File: src/rtl/regfile_wr_arb_pkg.sv
// Shared widths and preference-state type for the
// register-file write arbiter.
package regfile_wr_arb_pkg;

  localparam int DATA_W = 16;
  localparam int ADDR_W = 3;
  localparam int CNT_W  = 8;

  typedef enum logic {
    PREF_A = 1'b0,
    PREF_B = 1'b1
  } pref_e;

  // The winner of a grant yields preference to the other side.
  function automatic pref_e pref_after(
    input pref_e cur,
    input logic  a_gnt,
    input logic  b_gnt
  );
    pref_e nxt;
    nxt = cur;
    if (a_gnt) begin
      nxt = PREF_B;
    end else if (b_gnt) begin
      nxt = PREF_A;
    end
    return nxt;
  endfunction

endpackage

File: src/rtl/regfile_wr_arb_rr_pick2.sv
// Two-way grant picker: a lone requester always wins,
// a tie is broken by the preference state.
module rr_pick2
  import regfile_wr_arb_pkg::*;
(
  input  logic  a_valid,
  input  logic  b_valid,
  input  logic  block,
  input  pref_e pref,
  output logic  a_gnt,
  output logic  b_gnt
);

  logic a_only;
  logic b_only;
  logic both;

  always_comb begin
    a_only = a_valid && !b_valid;
    b_only = b_valid && !a_valid;
    both   = a_valid && b_valid;
  end

  always_comb begin
    a_gnt = 1'b0;
    b_gnt = 1'b0;
    if (!block) begin
      unique case (1'b1)
        a_only: a_gnt = 1'b1;
        b_only: b_gnt = 1'b1;
        both: begin
          if (pref == PREF_A) begin
            a_gnt = 1'b1;
          end else begin
            b_gnt = 1'b1;
          end
        end
        default: begin
          a_gnt = 1'b0;
          b_gnt = 1'b0;
        end
      endcase
    end
  end

endmodule

File: src/rtl/regfile_wr_arb.sv
// Arbitrates writeback (A) and multi-cycle unit (B) writes onto
// the single register-file write port, one write per cycle.
module regfile_wr_arb
  import regfile_wr_arb_pkg::*;
#(
  parameter int DATA_W = regfile_wr_arb_pkg::DATA_W,
  parameter int ADDR_W = regfile_wr_arb_pkg::ADDR_W
) (
  input  logic              clk,
  input  logic              rst,
  input  logic              stall,
  input  logic              a_valid,
  input  logic [ADDR_W-1:0] a_addr,
  input  logic [DATA_W-1:0] a_data,
  output logic              a_ready,
  input  logic              b_valid,
  input  logic [ADDR_W-1:0] b_addr,
  input  logic [DATA_W-1:0] b_data,
  output logic              b_ready,
  output logic              wr_en,
  output logic [ADDR_W-1:0] wr_addr,
  output logic [DATA_W-1:0] wr_data,
  output logic              wr_src,
  output logic [CNT_W-1:0]  wr_count
);

  pref_e             pref_q;
  pref_e             pref_d;
  logic              wr_en_q;
  logic              wr_en_d;
  logic [ADDR_W-1:0] wr_addr_q;
  logic [ADDR_W-1:0] wr_addr_d;
  logic [DATA_W-1:0] wr_data_q;
  logic [DATA_W-1:0] wr_data_d;
  logic              wr_src_q;
  logic              wr_src_d;
  logic [CNT_W-1:0]  wr_count_q;
  logic [CNT_W-1:0]  wr_count_d;

  logic block;
  logic a_gnt;
  logic b_gnt;
  logic a_hs;
  logic b_hs;

  // Reset masks the readys combinationally so nothing handshakes
  // while the output registers are being held clear.
  assign block = stall | rst;

  rr_pick2 u_pick (
    .a_valid (a_valid),
    .b_valid (b_valid),
    .block   (block),
    .pref    (pref_q),
    .a_gnt   (a_gnt),
    .b_gnt   (b_gnt)
  );

  always_comb begin
    a_hs = a_gnt && a_valid;
    b_hs = b_gnt && b_valid;
  end

  always_comb begin
    pref_d     = pref_after(pref_q, a_hs, b_hs);
    wr_en_d    = a_hs | b_hs;
    wr_addr_d  = wr_addr_q;
    wr_data_d  = wr_data_q;
    wr_src_d   = wr_src_q;
    wr_count_d = wr_count_q + CNT_W'(wr_en_q);
    if (a_hs) begin
      wr_addr_d = a_addr;
      wr_data_d = a_data;
      wr_src_d  = 1'b0;
    end else if (b_hs) begin
      wr_addr_d = b_addr;
      wr_data_d = b_data;
      wr_src_d  = 1'b1;
    end
  end

  always_ff @(posedge clk or posedge rst) begin
    if (rst) begin
      pref_q     <= PREF_A;
      wr_en_q    <= 1'b0;
      wr_addr_q  <= '0;
      wr_data_q  <= '0;
      wr_src_q   <= 1'b0;
      wr_count_q <= '0;
    end else begin
      pref_q     <= pref_d;
      wr_en_q    <= wr_en_d;
      wr_addr_q  <= wr_addr_d;
      wr_data_q  <= wr_data_d;
      wr_src_q   <= wr_src_d;
      wr_count_q <= wr_count_d;
    end
  end

  assign a_ready  = a_gnt;
  assign b_ready  = b_gnt;
  assign wr_en    = wr_en_q;
  assign wr_addr  = wr_addr_q;
  assign wr_data  = wr_data_q;
  assign wr_src   = wr_src_q;
  assign wr_count = wr_count_q;

endmodule

File: config.mk
export PLATFORM = sky130hd
export DESIGN_NAME = regfile_wr_arb
export DESIGN_NICKNAME = d
export VERILOG_FILES = /design/src/rtl/regfile_wr_arb_pkg.sv /design/src/rtl/regfile_wr_arb_rr_pick2.sv /design/src/rtl/regfile_wr_arb.sv
export SDC_FILE = /design/constraint.sdc
export NUM_CORES = 1
export LEC_CHECK = 0
export CAP_MARGIN = 15
export CORE_MARGIN = 2
export CORE_UTILIZATION = 25
export CTS_CLUSTER_SIZE = 8
export DETAILED_ROUTE_END_ITERATION = 12
export HOLD_SLACK_MARGIN = 0.05
export PLACE_DENSITY = 0.57
export SKIP_LAST_GASP = 1
export SLEW_MARGIN = 20
export SYNTH_ARGS = -nofsm -noshare
export SYNTH_HDL_FRONTEND = slang
export SYNTH_HIERARCHICAL = 1
export SYNTH_SLANG_ARGS = --single-unit
File: constraint.sdc
create_clock -name clk -period 1.2 [get_ports clk]
set_input_delay 0.3 -clock clk [delete_from_list [all_inputs] [get_ports clk]]
set_output_delay 0.3 -clock clk [all_outputs]
set_load 0.02 [all_outputs]
==> impl_metrics.csv, run 1 <==
group,metric,value,unit
timing,final_min_period_over_clock_period,124,%
critical_path,worst_path_most_repeated_cell,"sky130_fd_sc_hd__buf_6",
yosys,syn_inst,123,
timing,fin_hold_ws,0.0292,ns
yosys,synth.most_common_cell,"sky130_fd_sc_hd__dfrtp_1",
yosys,netlist_area,1360,µm²
yosys,synth-seq-area-share,55.4,%
timing,period_minus_slack,1.49,ns
die,initial_core_util,26.2,%
die,core_region_area,5170,µm²
yosys,syn-num-nets,168,
detailed_routing,finalWirelength,3860,µm
global_route,grt_antenna_before_repair,0,
cells_and_area,area.growth.synth_to_final,75.2,%
critical_path,crit_family,"compound AO/OA/AOI/OAI gates",
detailed_routing,detail_route.wl_per_cell,13.3,µm
pwr,leakage,1.25,nW
cells_and_area,finalInstanceArea,2380,µm²
cells_and_area,nets,264,
detailed_routing,vias,1224,
placement,port_buffers,73,
critical_path,critical_path.n_buffers_inverters,3,
timing,max_slew_margin,84.4,%
yosys,synthTopCellsByArea,"sky130_fd_sc_hd__dfrtp_1, sky130_fd_sc_hd__mux2i_1, sky130_fd_sc_hd__o21ai_0",
critical_path,max_stage_delay,0.42,ns
critical_path,critPathLaunchType,"flop",
yosys,synth_enable_flop_cells,0,
timing,rsz0062_at_grt,"yes",
detailed_routing,drt_pass1_iterations,4,
clocking,cts_tree,"built",
placement,dp_hpwl,2600,µm
detailed_routing,antenna_violating_nets_post_route,0,
placement,dpl-instance-area,2290,µm²
clocking,clock_latency,0.29,ns
critical_path,critical_path.slowest_cell,"sky130_fd_sc_hd__dfrtp_1",
die,die_y,77.7,µm
yosys,ys_seq_elements,30,
min_path,worstHoldPathType,"input port to async pin",
detailed_routing,residual_drc_count,0,
cells_and_area,final_layout_size_suffix_gt1_share,36.8,%
yosys,netlist-cell-type-count,22,
timing,tightest_slew,0.233,ns
pwr,ir_drop,572,µV
yosys,async_reset_ff_share,100,%
yosys,post_synth_most_frequent_cells,"sky130_fd_sc_hd__dfrtp_1, sky130_fd_sc_hd__nand2_1, sky130_fd_sc_hd__mux2i_1, sky130_fd_sc_hd__o21ai_0, sky130_fd_sc_hd__inv_1",
pwr,clock_power_share,22.9,%
critical_path,timing.critical_path.fanout_max,8,
die,number_of_rows_created_at_floorplan,26,
pwr,power_per_cell_area,1450,nW/µm²
critical_path,worst_ep_required_time,1.36,ns
timing,max_clock_freq,0.672,GHz
outcome,failed_checks,"negative setup slack",
global_route,globalRouteOverflowTotal,0,
cells_and_area,multi_input_gate_area_in_the_final_layout,604,µm²
pwr,intPower,2.22,mW
timing,endpoints_failing_setup,22,
clocking,clock_sink_count,30,
clocking,cts_root_buf,"sky130_fd_sc_hd__clkbuf_8",
global_route,wire_length_of_the_first_global_routing_pass,5670,µm
cells_and_area,final-seq-area,753,µm²
timing,finalHoldViolations,0,
critical_path,timing.critical_path.arrival,1.65,ns
critical_path,cells_traversed_along_the_worst_timing_path,"o211a_1 -> buf_6 -> a22oi_2 -> buf_6 -> buf_8 -> o21ai_0",
yosys,synthDominantAreaCellType,"sky130_fd_sc_hd__dfrtp_1",
flow_run,cap_violations,0,
pwr,power_frac_seq,40.9,%
global_route,via_count_of_the_first_global_routing_pass,1164,
global_route,grt_max_degree,31,
timing,slew_violations,0,
pwr,power,3.44,mW
cells_and_area,insertedDiodeCount,0,
yosys,synth.yosys.warnings,6,
clocking,ctsHtreeMaxLevel,2,
clocking,clock_tree.buffer_depth,2,
critical_path,critPathKind,"flop to flop",
outcome,status,"finished with violations",
timing,worst_clock_skew,0.00476,ns
die,top_level_ports,74,
yosys,post_synth.cell_area_avg,11.0,µm²
die,fp.dieArea,6030,µm²
die,die_x,77.7,µm
cells_and_area,num-fill-cells,513,
yosys,synth_top_flop_cell,"sky130_fd_sc_hd__dfrtp_1",
critical_path,endpoint_kind,"flop",
pwr,power_switching,1.23,mW
pwr,switching_share,35.6,%
clocking,number_of_clock_buffers_inserted_by_tritoncts,5,
timing,fin_ws,-0.289,ns
yosys,yosys.area.top_type_share,55.4,%
global_route,global_route_usage_over_all_layers,12.5,%
detailed_routing,dr.first_iter.drc_count,16,
clocking,clkTransAtPathRegs,0.06,ns
pwr,power.combinational.fraction,36.2,%
placement,gp_congestion,0.734,
detailed_routing,drt-vias-per-instance,4.22,
## logic make-up after synthesis
| group | share of synthesized area [%] |
|---|---|
| DFF | 55.4 |
| xor gates and xnor gates | 3.88 |
| and+or+nand+nor | 9.96 |
| AOI/OAI and AO/OA | 10.3 |
| adders and majority gates | 1.84 |
| buffers and inverters | 4.61 |
| muxes | 14.0 |
## sequential cells by signal, indices dropped and copies added (netlist names)
signal    flops
wr_src        1
wr_addr       3
wr_en         1
pref_q        1
wr_data      16
wr_count      8
## through the flow
step	cells	setup TNS [ns]	utilization (%)	setup WS [ns]
2_1_floorplan	123	-7.62	-	-0.389
3_3_place_gp	277	-19.14	44.3	-0.926
3_5_place_dp	277	-20.21	44.3	-0.948
4_1_cts	289	-5.64	44.5	-0.288
5_1_grt	290	-7.20	45.9	-0.354
6_report	290	-5.70	45.9	-0.289
## layer usage
metal	routed length, µm	GRT usage [%]
met1	1620	14.7
met2	1930	20.4
met3	215	3.26
met4	93	7.50
met5	0	0
## power by group through the flow
stage / Sequential, mW / Clock, mW / Combinational, mW
5_1_grt: 1.44 / 0.865 / 1.34
4_1_cts: 1.41 / 0.823 / 1.21
3_3_place_gp: 1.42 / 0 / 1.42
2_1_floorplan: 1.76 / 0 / 0.263
3_5_place_dp: 1.43 / 0 / 1.43
6_report: 1.41 / 0.788 / 1.25
## layout by cell type (no fill, tap or decap), drive strengths merged
master	n
a22oi	1
dlygate4sd2	2
buf	52
or2	1
clkinv	2
xor2	3
xnor2	3
nand3	3
inv	4
and3	1
clkbuf	8
ha	2
o21ai	19
o211a	1
nor2	1
dfrtp	30
nand2	25
clkdlybuf4s15	1
nor3	1
a21oi	2
clkdlybuf4s50	38
mux2i	19
a211oi	1
## area by class of cell
type	count	share of cell area, %
timing repair buffer	95	35.1
clock inverter	2	0.421
multi-input combinational	83	25.4
sequential	30	31.7
tap	70	3.69
inverter	4	0.632
clock buffer	6	3.05
## worst register-to-register path, stage by stage, from the launching register on
cell and delay [ns]:
sky130_fd_sc_hd__dfrtp_1 0.42, sky130_fd_sc_hd__o211a_1 0.25, sky130_fd_sc_hd__buf_6 0.13, sky130_fd_sc_hd__a22oi_2 0.16
sky130_fd_sc_hd__buf_6 0.18, sky130_fd_sc_hd__buf_8 0.14, sky130_fd_sc_hd__o21ai_0 0.09
## worst paths after layout
kind                             start          end  slack, ns  cells after the start
max                             pref_q  wr_data[12]      -0.29                      6
min                                rst  wr_data[15]       0.03                      3
max reg2reg                     pref_q  wr_data[12]      -0.29                      6
min reg2reg                wr_data[14]  wr_data[14]       0.47                      2
max in group asynchronous          rst  wr_count[0]       0.99                      3
min in group clk           wr_data[14]  wr_data[14]       0.47                      2
## timing repair
action	in CTS	in global routing
buffers inserted	2	1
pin swaps	3	7
resized for setup	141	35
setup endpoints to repair	53	26
gates cloned	2	2
hold buffers	0	0
Note: power is estimated with default switching activity, not from simulation.
==> inputs of run 2 (changes only) <==
Settings changed: PLACE_DENSITY 0.57 to 0.55, SKIP_CTS_REPAIR_TIMING set to 1.
Clock period 1.2 ns to 1.85 ns, I/O delays scaled along.
==> run 2 against run 1 <==
Compared with the run above:
- die area unchanged
- the run now ends clean
- first-iteration DRC count increased to 2.5 times the previous value
- largest power group unchanged
- hold slack better by 0.28 ns
- final cell count decreased by 3.4%
- register-to-register slack better by 0.51 ns
- setup slack improved by 0.34 ns
- critical path type is now flop to output port
- highest routed layer unchanged
- flip-flop and latch count is the same
- wire length fell by 1.4%
- clock power down 23%
==> impl_metrics.csv, run 2 (synthesis results as in run 1) <==
group,metric,value,unit
outcome,status,"finished, final reports clean",
die,core_region_area,5170,µm²
detailed_routing,drt-vias-per-instance,4.20,
critical_path,max_stage_delay,0.64,ns
clocking,cts_tree,"built",
clocking,ctsHtreeMaxLevel,2,
critical_path,critical_path.n_buffers_inverters,1,
critical_path,cells_traversed_along_the_worst_timing_path,"clkdlybuf4s50_1",
pwr,ir_drop,352,µV
timing,period_minus_slack,1.80,ns
pwr,leakage,1.22,nW
clocking,clkTransAtPathRegs,0.06,ns
cells_and_area,insertedDiodeCount,0,
die,initial_core_util,26.2,%
clocking,clock_latency,0.27,ns
die,number_of_rows_created_at_floorplan,26,
flow_run,cap_violations,0,
global_route,grt_max_degree,40,
critical_path,critPathKind,"flop to output port",
timing,tightest_slew,0.391,ns
placement,gp_congestion,0.725,
timing,max_clock_freq,0.555,GHz
critical_path,critPathLaunchType,"flop",
timing,max_slew_margin,73.9,%
detailed_routing,finalWirelength,3800,µm
cells_and_area,flip_flop_count_of_the_largest_register_all_copies_and_words_added,16,
clocking,number_of_clock_buffers_inserted_by_tritoncts,5,
detailed_routing,vias,1175,
critical_path,crit_family,"buffers and inverters",
cells_and_area,final_cell_mix,"sky130_fd_sc_hd__clkdlybuf4s50_1, sky130_fd_sc_hd__dfrtp_1, sky130_fd_sc_hd__nand2_1",
cells_and_area,final_common_cell,"sky130_fd_sc_hd__clkdlybuf4s50_1",
die,die_x,77.7,µm
detailed_routing,drt_pass1_iterations,2,
placement,setup_slack_placement,-0.672,ns
global_route,grt_antenna_before_repair,0,
pwr,power_per_cell_area,993,nW/µm²
critical_path,endpoint_kind,"output port",
timing,worst_clock_skew,0.00379,ns
pwr,power,2.40,mW
timing,fin_ws,0.0467,ns
critical_path,critical_path.slowest_cell,"sky130_fd_sc_hd__clkdlybuf4s50_1",
global_route,wire_length_of_the_first_global_routing_pass,5590,µm
detailed_routing,detail_route.wl_per_cell,13.6,µm
min_path,worstHoldPathType,"input port to async pin",
timing,finalHoldViolations,0,
timing,final_min_period_over_clock_period,97.5,%
clocking,clock_sink_count,30,
cells_and_area,nets,254,
die,top_level_ports,74,
critical_path,timing.critical_path.fanout_max,5,
global_route,via_count_of_the_first_global_routing_pass,1212,
timing,endpoints_failing_setup,0,
placement,dp_hpwl,2580,µm
cells_and_area,area.growth.synth_to_final,78.2,%
critical_path,timing.critical_path.arrival,1.34,ns
detailed_routing,antenna_violating_nets_post_route,0,
placement,port_buffers,73,
clocking,cts_root_buf,"sky130_fd_sc_hd__clkbuf_8",
global_route,globalRouteOverflowTotal,0,
detailed_routing,dr.first_iter.drc_count,40,
die,die_y,77.7,µm
critical_path,worst_ep_required_time,1.39,ns
timing,rsz0062_at_grt,"no",
timing,slew_violations,0,
cells_and_area,final_layout_size_suffix_gt1_share,12.9,%
detailed_routing,residual_drc_count,0,
die,fp.dieArea,6030,µm²
clocking,clock_tree.buffer_depth,2,
global_route,global_route_usage_over_all_layers,11.9,%
==> run 2: changes by cell type in the layout (fill, tap and decap cells not counted), sizes merged <==
cell and change:
buf -40, clkbuf +2, clkdlybuf4s15 -1, clkdlybuf4s50 +29, clkinv -2, dlygate4sd2 -2, dlymetal6s2s +4
==> run 2: area by class of cell <==
cell class                 count  area, µm²
fill                         478       2760
sequential                    30        751
multi-input combinational     83        553
inverter                       4       15.0
tap                           70       87.6
timing repair buffer          85        901
clock buffer                   8        110
==> run 2: path summary, 6_finish.rpt <==
check	from	to	slack, ns	depth (start not counted)
worst max-delay path	wr_count[3]	wr_count[3]	0.05	1
worst min-delay path	rst	wr_count[5]	0.31	3
worst max register to register	pref_q	wr_data[6]	0.22	7
worst min register to register	wr_count[7]	wr_count[7]	0.47	1
max in group asynchronous	rst	wr_data[13]	1.26	3
min in group clk	wr_count[7]	wr_count[7]	0.47	1
==> run 2: stage by stage <==
stage	utilization (%)	instances	instance area [µm²]	hold WS (ns)	TNS (ns)
detailed placement	42.8	267	2210	0.461	-8.66
finish	46.7	280	2420	0.313	0
global route	46.7	280	2420	0.343	0
CTS	44.9	275	2320	0.473	-2.87
floorplan	-	123	1360	0.517	0
global placement	42.8	267	2210	0.466	-7.04
==> run 2: metal layers <==
metal	track usage, %	share of wire (%)	routed length (µm)
met3	4.77	5.6	214
met1	12.9	41	1570
met5	0	0	0
met4	4.46	0.89	34
met2	20.6	52	1980
==> run 2: power by group <==
group | total (mW) | switching (mW) | internal (mW) | leakage, nW
registers | 0.937 | 0.117 | 0.820 | 0.380
logic | 0.854 | 0.404 | 0.450 | 0.788
clock network | 0.608 | 0.233 | 0.375 | 0.0575
total | 2.40 | 0.753 | 1.65 | 1.22
==> inputs of run 3 (changes only) <==
--- a/config.mk
+++ b/config.mk
@@ -20,2 +20,3 @@
 export SYNTH_HIERARCHICAL = 1
 export SYNTH_SLANG_ARGS = --single-unit
+export TNS_END_PERCENT = 50
==> constraint.sdc (replaced) <==
create_clock -name clk -period 1.85 [get_ports clk]
set_input_delay 0.4625 -clock clk [delete_from_list [all_inputs] [get_ports clk]]
set_output_delay 0.4625 -clock clk [all_outputs]
set_load 0.1 [all_outputs]
==> run 3 against run 2 <==
Compared with the run above:
- critical path depth up 3
- setup slack better by 0.066 ns
- largest power group is now combinational logic
- critical path type is now input port to output port
- combinational power rose to 2.6 times the previous value
- register-to-register slack gained 0.08 ns
- flip-flop and latch count unchanged
- highest routed layer unchanged
- clock skew up 0.00090 ns
- via count down 1.4%
- clock power down 11%
==> impl_metrics.csv, run 3 (synthesis results as in run 1) <==
group,metric,value,unit
pwr,intPower,1.91,mW
global_route,grt_max_degree,31,
clocking,clkTransAtPathRegs,0.07,ns
critical_path,timing.critical_path.arrival,1.28,ns
critical_path,critPathLaunchType,"input port",
detailed_routing,residual_drc_count,0,
cells_and_area,nets,251,
cells_and_area,flip_flop_count_of_the_largest_register_all_copies_and_words_added,16,
clocking,cts_root_buf,"sky130_fd_sc_hd__clkbuf_8",
pwr,power.combinational.fraction,58.3,%
die,die_y,77.7,µm
die,core_region_area,5170,µm²
placement,placed_instances,268,
critical_path,endpoint_kind,"output port",
timing,finalHoldViolations,0,
critical_path,critical_path.slowest_cell,"sky130_fd_sc_hd__or2_4",
timing,setup-tns-final,0,ns
detailed_routing,antenna_violating_nets_post_route,0,
critical_path,worst-path-stages,4,
pwr,power,3.76,mW
placement,port_buffers,73,
die,number_of_rows_created_at_floorplan,26,
outcome,status,"finished, final reports clean",
global_route,global_route_usage_over_all_layers,12.3,%
critical_path,r2r-start,"pref_q",
timing,period_minus_slack,1.74,ns
clocking,ctsHtreeMaxLevel,2,
timing,max_slew_margin,74.0,%
critical_path,worstSetupStartpoint,"stall",
clocking,cts_tree,"built",
critical_path,max_stage_delay,0.26,ns
die,top_level_ports,74,
timing,worst_clock_skew,0.00469,ns
critical_path,critPathKind,"input port to output port",
critical_path,timing.critical_path.fanout_max,2,
pwr,switching_share,49.4,%
placement,dp_hpwl,2850,µm
critical_path,r2r_cells,6,
critical_path,crit_family,"buffers and inverters",
cells_and_area,final_common_cell,"sky130_fd_sc_hd__clkdlybuf4s50_1",
detailed_routing,wl_met2,1710,µm
detailed_routing,drt_pass1_iterations,4,
cells_and_area,insertedDiodeCount,0,
flow_run,cap_violations,0,
global_route,grt_antenna_before_repair,0,
pwr,ir_drop,632,µV
min_path,worstHoldPathType,"input port to async pin",
timing,endpoints_failing_setup,0,
pwr,leakage,1.33,nW
pwr,power_switching,1.86,mW
global_route,via_count_of_the_first_global_routing_pass,1243,
cells_and_area,final-instance-count-excl-fill,277,
critical_path,cells_traversed_along_the_worst_timing_path,"dlymetal6s2s_1 -> or2_4 -> a211oi_4 -> buf_12",
cells_and_area,share_of_the_core_filled_with_cells_in_the_final_layout,51.3,%
placement,gp_congestion,0.780,
cells_and_area,final_layout_size_suffix_gt1_share,26.1,%
detailed_routing,topRoutingLayerUsed,"met4",
clocking,clock_tree.buffer_depth,2,
timing,rsz0062_at_grt,"no",
timing,tightest_slew,0.390,ns
clocking,number_of_clock_buffers_inserted_by_tritoncts,5,
die,die_x,77.7,µm
global_route,globalRouteOverflowTotal,0,
detailed_routing,met1_length,1390,µm
cells_and_area,area.growth.synth_to_final,95.6,%
timing,final_min_period_over_clock_period,93.9,%
detailed_routing,drt-vias-per-instance,4.18,
detailed_routing,detail_route.wl_per_cell,12.5,µm
die,fp.dieArea,6030,µm²
pwr,power_frac_seq,27.4,%
die,initial_core_util,26.2,%
detailed_routing,finalWirelength,3470,µm
pwr,clock_power_share,14.3,%
critical_path,critical_path.n_buffers_inverters,2,
pwr,power_per_cell_area,1420,nW/µm²
detailed_routing,routed-wl-met3,367,µm
clocking,clock_latency,0.27,ns
detailed_routing,dr.first_iter.drc_count,47,
timing,max_clock_freq,0.575,GHz
critical_path,worst_ep_required_time,1.39,ns
timing,slew_violations,0,
cells_and_area,final_cell_mix,"sky130_fd_sc_hd__clkdlybuf4s50_1, sky130_fd_sc_hd__buf_12, sky130_fd_sc_hd__dfrtp_1",
global_route,wire_length_of_the_first_global_routing_pass,5850,µm
clocking,clock_sink_count,30,
detailed_routing,vias,1159,
[run 3: changes by cell type in the layout (fill, tap and decap cells not counted)]
cell,delta
sky130_fd_sc_hd__buf_12,+31
sky130_fd_sc_hd__clkdlybuf4s50_1,-29
sky130_fd_sc_hd__o21ai_0,-8
sky130_fd_sc_hd__o21ai_1,+8
sky130_fd_sc_hd__buf_6,-4
sky130_fd_sc_hd__clkbuf_16,-2
sky130_fd_sc_hd__clkbuf_8,-2
sky130_fd_sc_hd__buf_4,+1
sky130_fd_sc_hd__clkinv_2,+1
sky130_fd_sc_hd__clkinvlp_4,+1
sky130_fd_sc_hd__o211a_1,-1
sky130_fd_sc_hd__o211a_4,+1
[run 3: routing by layer]
layer,vias up,track usage (%)
met5,-,0
met4,0,3.75
met3,2,5.47
met2,55,21.3
met1,522,13.5
li1,580,-
[run 3: layout make-up]
cell class | instances | area [µm²]
Clock buffer | 6 | 82.6
Timing Repair Buffer | 82 | 1140
Clock inverter | 2 | 12.5
Tap cell | 70 | 87.6
Sequential cell | 30 | 751
Fill cell | 443 | 2520
Inverter | 4 | 15.0
Multi-Input combinational cell | 83 | 561
[run 3: path summary, 6_finish.rpt]
check	to	slack, ns
max in group asynchronous	wr_count[5]	1.26
worst max register to register	wr_data[9]	0.30
worst min register to register	wr_count[7]	0.53
worst min-delay path	wr_data[7]	0.30
worst max-delay path	a_ready	0.11
min in group clk	wr_count[7]	0.53
[run 3: worst reg2reg max path: cells and delay by family (launching register included)]
kind,cells,cell delay [ns]
flops,1,0.43
buf+inv,2,0.35
mux,1,0.21
simple gates,1,0.06
compound gates,2,0.38
[run 3: power by group through the flow]
stage / clock network, mW / registers [mW] / logic (mW)
6_report: 0.539 / 1.03 / 2.20
2_1_floorplan: 0 / 2.11 / 0.188
3_5_place_dp: 0 / 1.05 / 2.21
4_1_cts: 0.567 / 1.03 / 2.21
5_1_grt: 0.600 / 1.06 / 2.27
3_3_place_gp: 0 / 1.04 / 2.19
[run 3: per-stage QoR]
step | setup slack, ns | hold slack [ns] | area [µm²]
2_1_floorplan | -0.579 | 0.517 | 1370
3_3_place_gp | -0.337 | 0.519 | 2530
3_5_place_dp | -0.381 | 0.527 | 2530
4_1_cts | -0.299 | 0.541 | 2630
5_1_grt | 0.0767 | 0.339 | 2650
6_report | 0.112 | 0.303 | 2650
